--- src/rtl/fir_sample_serializer_pkg.sv ---
// Shared constants and types for the FIR sample serializer.
package fir_sample_serializer_pkg;

    localparam int unsigned DATA_WIDTH = 16;
    localparam int unsigned NUM_REGS   = 8;
    localparam int unsigned IDX_WIDTH  = (NUM_REGS > 1) ? $clog2(NUM_REGS) : 1;

    typedef logic [DATA_WIDTH-1:0] sample_t;
    typedef logic [IDX_WIDTH-1:0]  idx_t;

    typedef enum logic {
        IDLE  = 1'b0,
        SHIFT = 1'b1
    } state_e;

    // Index of the oldest word, which is replayed first.
    localparam idx_t LAST_IDX = idx_t'(NUM_REGS - 1);

endpackage

--- src/rtl/ser_block_buffer.sv ---
// Block capture register with an indexed read port.
module ser_block_buffer
    import fir_sample_serializer_pkg::*;
(
    input  logic                  clk,
    input  logic                  load_i,
    input  logic [DATA_WIDTH-1:0] data_i [0:NUM_REGS-1],
    input  logic [IDX_WIDTH-1:0]  rd_idx_i,
    output logic [DATA_WIDTH-1:0] rd_data_o
);

    sample_t buf_q [0:NUM_REGS-1];

    // Capture the whole block on load; contents are don't-care otherwise, so no reset.
    always_ff @(posedge clk) begin
        if (load_i) begin
            for (int i = 0; i < int'(NUM_REGS); i++) begin
                buf_q[i] <= data_i[i];
            end
        end
    end

    assign rd_data_o = buf_q[rd_idx_i];

endmodule

--- src/rtl/fir_sample_serializer.sv ---
// Parallel-in, serial-out block replayer: emits buf[NUM_REGS-1] down to buf[0]
// on a valid/ready stream, accepting the next block on the final word's handshake.
module fir_sample_serializer
    import fir_sample_serializer_pkg::*;
#(
    parameter int unsigned CNT_WIDTH = 16
) (
    input  logic                  clk,
    input  logic                  rst,
    input  logic [DATA_WIDTH-1:0] pDataIn [0:NUM_REGS-1],
    input  logic                  pValid,
    output logic                  pReady,
    output logic [DATA_WIDTH-1:0] serialDataOut,
    output logic                  sValid,
    input  logic                  sReady,
    output logic                  sLast,
    output logic                  busy,
    output logic [CNT_WIDTH-1:0]  blockCount
);

    state_e               state_q, state_d;
    idx_t                 idx_q, idx_d;
    logic [CNT_WIDTH-1:0] cnt_q, cnt_d;
    sample_t              rd_data;

    logic idx_zero;
    logic word_fire;
    logic block_done;
    logic accept;

    assign idx_zero   = (idx_q == '0);
    assign word_fire  = (state_q == SHIFT) && sReady;
    assign block_done = word_fire && idx_zero;
    assign accept     = pValid && pReady;

    ser_block_buffer u_buf (
        .clk       (clk),
        .load_i    (accept),
        .data_i    (pDataIn),
        .rd_idx_i  (idx_q),
        .rd_data_o (rd_data)
    );

    // State, word index and completed-block counter registers.
    always_ff @(posedge clk) begin
        if (rst) begin
            state_q <= IDLE;
            idx_q   <= '0;
            cnt_q   <= '0;
        end else begin
            state_q <= state_d;
            idx_q   <= idx_d;
            cnt_q   <= cnt_d;
        end
    end

    // Next state, index and counter.
    always_comb begin
        state_d = state_q;
        idx_d   = idx_q;
        cnt_d   = cnt_q;

        case (state_q)
            IDLE: begin
                if (accept) begin
                    state_d = SHIFT;
                end
            end
            SHIFT: begin
                if (block_done) begin
                    state_d = accept ? SHIFT : IDLE;
                end
            end
            default: state_d = IDLE;
        endcase

        if (accept) begin
            idx_d = LAST_IDX;
        end else if (word_fire && !idx_zero) begin
            idx_d = idx_q - idx_t'(1);
        end

        if (block_done) begin
            cnt_d = cnt_q + CNT_WIDTH'(1);
        end
    end

    // Outputs decoded from registered state; pReady also looks at sReady for zero-bubble reload.
    always_comb begin
        sValid        = 1'b0;
        busy          = 1'b0;
        sLast         = 1'b0;
        serialDataOut = '0;
        pReady        = 1'b0;
        blockCount    = cnt_q;

        if (state_q == SHIFT) begin
            sValid        = 1'b1;
            busy          = 1'b1;
            sLast         = idx_zero;
            serialDataOut = rd_data;
        end

        if (!rst) begin
            pReady = (state_q == IDLE) || block_done;
        end
    end

endmodule

--- config.mk ---
export PLATFORM = sky130hd
export DESIGN_NAME = fir_sample_serializer
export DESIGN_NICKNAME = d
export VERILOG_FILES = /design/src/rtl/fir_sample_serializer_pkg.sv /design/src/rtl/ser_block_buffer.sv /design/src/rtl/fir_sample_serializer.sv
export SDC_FILE = /design/constraint.sdc
export NUM_CORES = 1
export LEC_CHECK = 0
export CAP_MARGIN = 20
export CORE_MARGIN = 2
export CORE_UTILIZATION = 40
export CTS_CLUSTER_SIZE = 30
export DETAILED_ROUTE_END_ITERATION = 6
export PLACE_DENSITY_LB_ADDON = 0.12
export SLEW_MARGIN = 40
export SYNTH_ARGS = -nofsm -noshare
export SYNTH_HDL_FRONTEND = slang
export SYNTH_SLANG_ARGS = --single-unit
--- constraint.sdc ---
create_clock -name clk -period 5.9 [get_ports clk]
set_input_delay 1.475 -clock clk [delete_from_list [all_inputs] [get_ports clk]]
set_output_delay 1.475 -clock clk [all_outputs]
set_load 0.005 [all_outputs]
## Word level (Yosys, flattened, before mapping)

Memories as Yosys holds them, arrays and structs flattened. A register that Yosys moved wholly into a read port is not among the register bits.
Index checks and enable logic that the tools add are counted.
W data, S select, Z words.

- Memories kept: 1
- Output and inout bits: 36
- Word-level logic and storage cells: 27
- Memory bits (writable): 128
- Input port bits: 132
- Register bits after elaboration: 20

- Reductions and logical operators: 8
- Muxes and demuxes: 12
- Bitwise operators: 1
- Add/sub/neg operators: 2

Memories:

| name | depth | bits a word | rd ports | clocked after memory_dff | write ports | line | RTL |
|---|---|---|---|---|---|---|---|
| u_buf.buf_q | 8 | 16 | 1 | 1 | 8 | ser_block_buffer.sv:12 | `sample_t buf_q [0:NUM_REGS-1];` |

Operators with widths:

| operator | number |
|---|---|
| $add A16 B1 Y16 const B | 1 |
| $mux W16 | 1 |
| $mux W3 | 4 |
| $mux W1 | 6 |
| $logic_and A1 B1 Y1 | 4 |
| $logic_not A3 Y1 | 1 |
| $sub A3 B1 Y3 const B | 1 |
| $pmux W1 S2 | 1 |
| $reduce_bool A2 Y1 | 1 |
| $logic_not A1 Y1 | 1 |
| $logic_or A1 B1 Y1 | 1 |
| $not A1 Y1 | 1 |

## Depth between registers and ports, before layout

Gate-level depths: netlist of run 1.

- Depth in word-level cells: 8
- Depth in mapped cells: 7
- Gate-level depth less buffers: 6

## By module

From an unflattened synthesis of run 1, not the netlist that was laid out.

- Cell total of the unflattened synthesis: 315
- Area total of the unflattened synthesis: 5983.2 µm²

By module, submodules not included:

| module | area each (µm²) | cells each | times used | seq. area each (µm²) |
|---|---|---|---|---|
| ser_block_buffer | 4914.7 | 185 | 1 | 3843.7 |
| fir_sample_serializer | 1068.5 | 130 | 1 | 400.4 |

## Least setup slack after synthesis of run 1

OpenSTA, ideal clock, no wires.

- Path kind: input-to-reg
- Start point: in sReady
- End point: mem u_buf.buf_q[0][0] (netlist bit), enable pin
- Data required time: 5.420 ns
- Arrival time: 4.420 ns
- Stages: 4
- Slack: 1.000 ns
- Buffers on the path: 0
- Setup time: 0.480 ns
- Cell sequence: nand3b_1 -> a21oi_1 -> nand2_1 -> inv_1

RTL lines:

| what | line | RTL |
|---|---|---|
| from (decl) | fir_sample_serializer.sv:15 | `input logic sReady,` |
| to (decl) | ser_block_buffer.sv:12 |  |

## Final worst setup path of run 1

- Start point: in sReady
- End point: out pReady

- Longest elaborated chain between the ends: 4

RTL lines:

| what | line | RTL |
|---|---|---|
| $logic_and A1 B1 Y1 | fir_sample_serializer.sv:32 | `assign word_fire = (state_q == SHIFT) && sReady;` |
| $logic_and A1 B1 Y1 | fir_sample_serializer.sv:33 | `assign block_done = word_fire && idx_zero;` |
| $logic_or A1 B1 Y1 | fir_sample_serializer.sv:105 | `pReady = (state_q == IDLE) \|\| block_done;` |
| $mux W1 | fir_sample_serializer.sv:104 | `if (!rst) begin` |
| to (decl) | fir_sample_serializer.sv:12 | `output logic pReady,` |

No other way between the ends.

==> run metrics, run 1 <==
RSZ-0062 raised after global routing=false; Commonest cells post-synth=edfxtp_1, mux4_2, nor2_1, dfxtp_1, mux2i_1; vias in the first global route=3709; All-Layer GR Usage=0.164; register-to-register setup slack=3260 ps; ys flop type=edfxtp_1; register bit total from synthesis=151; Worst-Margin Slew=763 ps; sequential cell area=4310 um2; Slew Limit Fails=0; Synth area leader=edfxtp_1; Slew HR=0.488; Place WS=1180 ps; VDD IR max=0.196 mV; CTS root buf=clkbuf_16; final setup fails=0; TritonCTS clock tree=yes; Fillers=1139; GRT overflow=0; CP cell instances=clkdlybuf4s50_1, nand3b_1, a21oi_1, clkdlybuf4s50_1; Final WS setup=1480 ps; RD Place Congestion=0.732; Final nets=627; Avg Cell Area, Syn=18.4 um2; setup TNS=0 ps; critical-path maximum fanout=5; sequential share of the synthesized area=0.734; Initial Util=0.407; Clock Pin Slew Worst Setup and Hold Paths=60 ps; Final Util=0.577; dpl hpwl=8280 um; period utilisation layout=0.748; M3 GR Usage=0.0650; Site Rows=44; die area=15600 um2; CTS Buffer Depth=2; core box area=14400 um2; status=finished, final reports clean; leakage power=0.00276 uW; HP Start=blockCount[15]; Routed Antenna Nets=0; CP max stage cell=clkdlybuf4s50_1; minimum clock period=4420 ps; met2 Use GR=0.271; Max Cap Viol=0; IO Count=168; syn nets=453; 1st-iter DRT viols=205; nature of the critical path endpoint=output port; largest net degree at the start of global routing=73; CP arrival=2940 ps; setup bufs post-CTS=0; Global Route met1 Usage=0.194; Post-CTS Resized=0; global-route wire length before repair=19400 um; Vias=3385; Synth Warn #=0; WHS Path Cells=2; number of flops mapped to enable cells by yosys=128; sink of the worst hold path=blockCount[15]; fraction of layout cells with a size suffix above 1=0.147; Multi-input gate area=1470 um2; most common cell in the netlist=edfxtp_1; Total Power=2600 uW; reg2reg start=idx_q[0]; Clk Latency, worst-skew pair=410 ps; Yosys top cell area share=0.655; pwr dens=312 nW/um2; drt wl/cell=17.6 um; Sink Count=151; worst reg-to-reg path cell count=7; synth top area cells=edfxtp_1, mux4_2, dfxtp_1; DRC=0; busiest grt layer=met2; Post-CTS Hold Fix Bufs=0; area growth from synthesis to layout=41.9%; cell area after synthesis=5860 um2; antenna violations before repair=0; Startpoint Class=primary input; # diodes=0; routed vias/inst=4.91; Worst Hold Class=reg -> reg; FF-to-FF End=u_buf.buf_q[6][15]; Crit Path Class=in -> out; Die Wd=125 um; clk_skew=8.80 ps; Max H-tree Level=4; final hold violation count=0; f_max=226 MHz; drt total wl=12100 um; fraction of registers with async set/reset=0; Finished Layout Cells=689; most used cell, CP=clkdlybuf4s50_1; DP Cell Count=657; number of I/O port buffers=167; cells after synthesis=318; WP data required=4430 ps; Chip Height=125 um; Pre-antenna DRT Iters=4; Yosys cell types=34; Inserted Clock Buffers=17; largest stage delay on the critical path=590 ps
-- per-layer routing --
layer	wire (um)	vias to the layer above
met1	4930	1666
met5	0	-
met3	805	13
met2	6210	103
li1	-	1603
met4	180	0
-- worst max-delay path by stage --
stage                         to  startpoint  depth (start not counted)  slack (ps)
3_3_place_gp              pReady         rst                          3        1230
6_report                  pReady      sReady                          4        1480
4_1_cts                   pReady         rst                          3        1170
3_5_place_dp              pReady         rst                          3        1180
2_1_floorplan  u_buf.buf_q[0][0]      sReady                          4        1000
5_1_grt                   pReady      sReady                          4        1430
-- per-stage QoR --
stage               cell area [um2]  hold WS, ps
global route                   8320          530
CTS                            8330          495
finish                         8320          493
global placement               7730          466
floorplan                      5860          472
detailed placement             7740          487
-- area by class of cell --
cell class,instances,area share
clock buffer,27,0.0672
clock inverter,5,0.00376
inverter,5,0.00256
multi-input combinational,147,0.176
sequential,151,0.518
tap,184,0.0277
timing repair buffer,170,0.204
-- flip-flops by register name, summed over array words and instances (netlist names), named ones only --
| signal | cells |
|---|---|
| idx_q | 3 |
| state_q | 1 |
| blockCount | 16 |
| u_buf.buf_q | 128 |
-- critical path, delay by kind of cell --
kind / cells / cell delay, ps
buf+inv: 2 / 1120
compound gates: 1 / 210
simple gates: 1 / 130
-- cells by family after synthesis --
logic type               count (synthesis)  share of synthesized area
AO/OA/AOI/OAI                           19                     0.0171
XOR/XNOR                                12                     0.0179
adder cells (fa/ha/maj)                  3                    0.00640
buffers and inverters                   20                     0.0158
flip-flops                             151                      0.734
multiplexers                            49                      0.152
AND/OR/NAND/NOR                         64                     0.0568
-- power breakdown --
group | leakage, uW | switching [uW] | internal [uW]
combinational | 0.00109 | 96.8 | 196
sequential | 0.00138 | 45.0 | 1210
clock | 0.000298 | 396 | 649
total | 0.00276 | 538 | 2060
-- cell usage in the layout (no fill, tap or decap), types with 3 or more instances in the layout --
master and instances:
clkdlybuf4s50_1 166, edfxtp_1 128, mux4_2 32, nor2_1 28
dfxtp_1 21, clkbuf_16 19, mux2i_1 16, a21oi_1 10
nand2_1 8, o21ai_0 7, nand4_1 7, xor2_1 6
xnor2_1 6, clkbuf_8 5, nand3_1 4, inv_4 3
inv_1 3, or3_1 3, nor3_1 3, ha_1 3
No activity file was read; power rests on OpenSTA's default activity.
==> run 2: changes to the inputs <==
==> constraint.sdc (replaced) <==
create_clock -name clk -period 4 [get_ports clk]
set_input_delay 1 -clock clk [delete_from_list [all_inputs] [get_ports clk]]
set_output_delay 1 -clock clk [all_outputs]
set_load 0.005 [all_outputs]
==> run metrics, run 2 (synthesis gave the netlist of run 1 again) <==
vias in the first global route=3579; Final nets=631; 1st-iter DRT viols=174; Sink Count=151; Slew Limit Fails=0; Final Util=0.583; drt total wl=12000 um; pwr dens=476 nW/um2; largest stage delay on the critical path=640 ps; Routed Antenna Nets=0; Finished Layout Cells=693; DP Cell Count=661; VDD IR max=0.274 mV; CP bufs+invs=2; All-Layer GR Usage=0.158; CP cell instances=clkinv_1, nor2_1, clkdlybuf4s50_1; routed vias/inst=4.92; Most flops, register=u_buf.buf_q; final setup fails=0; Worst-Margin Slew=694 ps; CP max stage cell=clkinv_1; Sw Pwr=814 uW; leakage power=0.00278 uW; GRT overflow=0; area growth from synthesis to layout=43.4%; critical path's top delay family=buffers and inverters; Slew HR=0.535; Initial Util=0.407; Pre-antenna DRT Iters=4; IO Count=168; critical-path maximum fanout=17; Die Wd=125 um; Worst Hold Class=reg -> reg; final hold violation count=0; largest net degree at the start of global routing=77; TritonCTS clock tree=yes; RSZ-0062 raised after global routing=false; global-route wire length before repair=18600 um; drt wl/cell=17.2 um; antenna violations before repair=0; minimum clock period=3470 ps; CTS root buf=clkbuf_16; core box area=14400 um2; clk_skew=5.86 ps; Startpoint Class=flip-flop; RD Place Congestion=0.726; dpl hpwl=8220 um; number of I/O port buffers=167; Clock Power Share=0.426; # diodes=0; Max Cap Viol=0; share of power burned in registers=0.455; status=finished, final reports clean; Largest register FFs=128; Logic pwr share=0.119; Post-CTS Hold Fix Bufs=0; Inserted Clock Buffers=17; Internal=3190 uW; fraction of layout cells with a size suffix above 1=0.149; CTS Buffer Depth=2; Vias=3407; Clock Pin Slew Worst Setup and Hold Paths=60 ps; period utilisation layout=0.867; Post-CTS Resized=0; nature of the critical path endpoint=output port; Site Rows=44; setup bufs post-CTS=0; f_max=288 MHz; commonest non-fill, non-tap cells in the layout=clkdlybuf4s50_1, edfxtp_1, mux4_2; setup TNS=0 ps; WP data required=3000 ps; Max H-tree Level=4; die area=15600 um2; DRC=0; Crit Path Class=reg -> out; most common cell after layout, fill and taps aside=clkdlybuf4s50_1; CP arrival=2470 ps; Clk Latency, worst-skew pair=420 ps; Chip Height=125 um; switching share of total power=0.204
-- run 2: changes by cell type in the layout (fill, tap and decap cells not counted), sizes merged --
cell,previous run,this run
buf,4,7
bufinv,0,5
clkbuf,27,18
clkdlybuf4s50,166,167
clkinv,4,6
clkinvlp,0,5
inv,6,3
-- run 2: power by group through the flow --
stage | clock network [uW] | registers, uW | logic [uW]
floorplan | 0 | 1840 | 254
global placement | 0 | 1850 | 482
detailed placement | 0 | 1860 | 486
CTS | 1740 | 1820 | 488
global route | 1820 | 1830 | 514
finish | 1700 | 1820 | 476
-- run 2: worst paths after layout --
check | slack [ps] | start | endpoint | depth (start not counted)
hold reg to reg | 490 | blockCount[15] | blockCount[15] | 2
hold / removal | 490 | blockCount[15] | blockCount[15] | 2
setup / recovery | 530 | state_q | serialDataOut[3] | 3
setup reg to reg | 1850 | idx_q[0] | u_buf.buf_q[0][11] | 7
-- run 2: area by class of cell --
cell class                      instances  area (um2)
Clock buffer                           18         429
Clock inverter                         14         206
Fill cell                            1139        6010
Inverter                                5        22.5
Multi-Input combinational cell        147        1470
Sequential cell                       151        4310
Tap cell                              184         230
Timing Repair Buffer                  174        1750
-- run 2: tightest hold or removal path, delay by kind of cell (launching register included) --
family | cells | cell delay, ps
AO/OA/AOI/OAI | 2 | 130
flip-flops | 1 | 310
-- run 2: per-stage QoR --
stage	area [um2]	total power, uW	worst slack, ps	hold slack [ps]
after detailed placement	7780	2340	550	481
after global routing	8410	4160	319	530
final	8410	4000	531	485
after global placement	7780	2330	582	466
after floorplan	5870	2100	305	472
after CTS	8410	4050	422	490
-- run 2: per-layer routing --
layer | vias to the layer above | part of all wire | track usage
li1 | 1610 | - | -
met1 | 1675 | 0.43 | 0.194
met2 | 111 | 0.49 | 0.256
met3 | 11 | 0.071 | 0.0650
met4 | 0 | 0.012 | 0.0510
met5 | - | 0 | 0
==> run 3: changes to the inputs <==
--- a/config.mk
+++ b/config.mk
@@ -11,7 +11,7 @@
 export CTS_CLUSTER_SIZE = 30
 export DETAILED_ROUTE_END_ITERATION = 6
 export PLACE_DENSITY_LB_ADDON = 0.12
-export SLEW_MARGIN = 40
+export RECOVER_POWER = 25
 export SYNTH_ARGS = -nofsm -noshare
 export SYNTH_HDL_FRONTEND = slang
 export SYNTH_SLANG_ARGS = --single-unit
==> run metrics, run 3 (synthesis gave the netlist of run 1 again) <==
status=finished, final reports clean; FF-to-FF End=u_buf.buf_q[1][11]; All-Layer GR Usage=0.158; Post-CTS Hold Fix Bufs=0; global-route wire length before repair=18600 um; dpl hpwl=8220 um; Internal=3170 uW; WP data required=3000 ps; Clk Latency, worst-skew pair=420 ps; CTS Buffer Depth=2; Die Wd=125 um; final hold violation count=0; VDD IR max=0.273 mV; Most flops, register=u_buf.buf_q; Clock Pin Slew Worst Setup and Hold Paths=60 ps; nature of the critical path endpoint=output port; register-to-register setup slack=1850 ps; vias in the first global route=3579; Routed Antenna Nets=0; Max Cap Viol=0; Max H-tree Level=4; Fillers=1139; Place WS=550 ps; leakage power=0.00280 uW; TritonCTS clock tree=yes; Post-CTS Resized=0; drt total wl=11900 um; IO Count=168; post-route cell area=8420 um2; Chip Height=125 um; Multi-input gate area=1470 um2; pwr dens=473 nW/um2; Vias=3426; CTS root buf=clkbuf_16; WHS Path Cells=2; Inserted Clock Buffers=17; final setup fails=0; Worst Hold Class=reg -> reg; antenna violations before repair=4; Final WS setup=532 ps; Logic pwr share=0.116; Initial Util=0.407; Slew Limit Fails=0; core box area=14400 um2; Crit. Startpoint=sReady; commonest non-fill, non-tap cells in the layout=edfxtp_1, clkdlybuf4s50_1, dlygate4sd3_1; drt wl/cell=17.2 um; placed inst area=7780 um2; DP Cell Count=661; Site Rows=44; Startpoint Class=primary input; period utilisation layout=0.867; RSZ-0062 raised after global routing=false; sink of the worst hold path=blockCount[15]; HP Start=blockCount[15]; Crit Path Class=in -> out; largest net degree at the start of global routing=77; Clock Power Share=0.428; critical-path maximum fanout=5; minimum clock period=3470 ps; Slew HR=0.537; RD Place Congestion=0.726; reg2reg start=idx_q[0]; sequential cell area=4310 um2; Largest register FFs=128; die area=15600 um2; Sink Count=151; share of power burned in registers=0.457; Final nets=631; fraction of layout cells with a size suffix above 1=0.149; Pre-antenna DRT Iters=4; setup TNS=0 ps; switching share of total power=0.204; DRC=0; routed vias/inst=4.93; most common cell after layout, fill and taps aside=edfxtp_1; area growth from synthesis to layout=43.5%; clk_skew=5.78 ps; number of I/O port buffers=167; Finished Layout Cells=695; setup bufs post-CTS=0; Worst-Margin Slew=690 ps; CP arrival=2470 ps; 1st-iter DRT viols=191; worst reg-to-reg path cell count=7; Min Hold Slack=485 ps; Sw Pwr=814 uW; f_max=288 MHz; GRT overflow=0
-- run 3: stage by stage --
stage,total power [uW],util
after floorplan,2100,-
after global routing,4140,0.583
after global placement,2330,0.539
after detailed placement,2340,0.539
after CTS,4050,0.583
final,3980,0.584
-- run 3: critical path, stage by stage --
cell and delay [ps]:
clkdlybuf4s50_1 590, nand3b_1 140, a21oi_1 210, clkdlybuf4s50_1 530
-- run 3: worst max-delay path by stage --
stage	endpoint	slack [ps]
global route	serialDataOut[13]	320
global placement	pReady	580
floorplan	u_buf.buf_q[0][0]	300
CTS	serialDataOut[13]	420
detailed placement	pReady	550
finish	pReady	530
-- run 3: cell type report --
class                           instances  share of cell area
Antenna cell                            2            0.000595
Clock buffer                           18              0.0510
Clock inverter                         14              0.0245
Inverter                                5             0.00268
Multi-Input combinational cell        147               0.174
Sequential cell                       151               0.512
Tap cell                              184              0.0274
Timing Repair Buffer                  174               0.208
-- run 3: metal layers --
layer	share of wire	routed length [um]	up-vias	global-route usage
li1	-	-	1614	-
met3	0.068	806	15	0.0650
met4	0.012	142	4	0.0510
met5	0.0020	24	-	0
met1	0.42	5070	1682	0.194
met2	0.49	5890	111	0.256
-- run 3: power groups by stage --
stage | sequential, uW | combinational, uW | clock [uW]
global route | 1830 | 498 | 1820
floorplan | 1840 | 254 | 0
global placement | 1850 | 482 | 0
CTS | 1820 | 488 | 1740
detailed placement | 1860 | 486 | 0
finish | 1820 | 461 | 1700
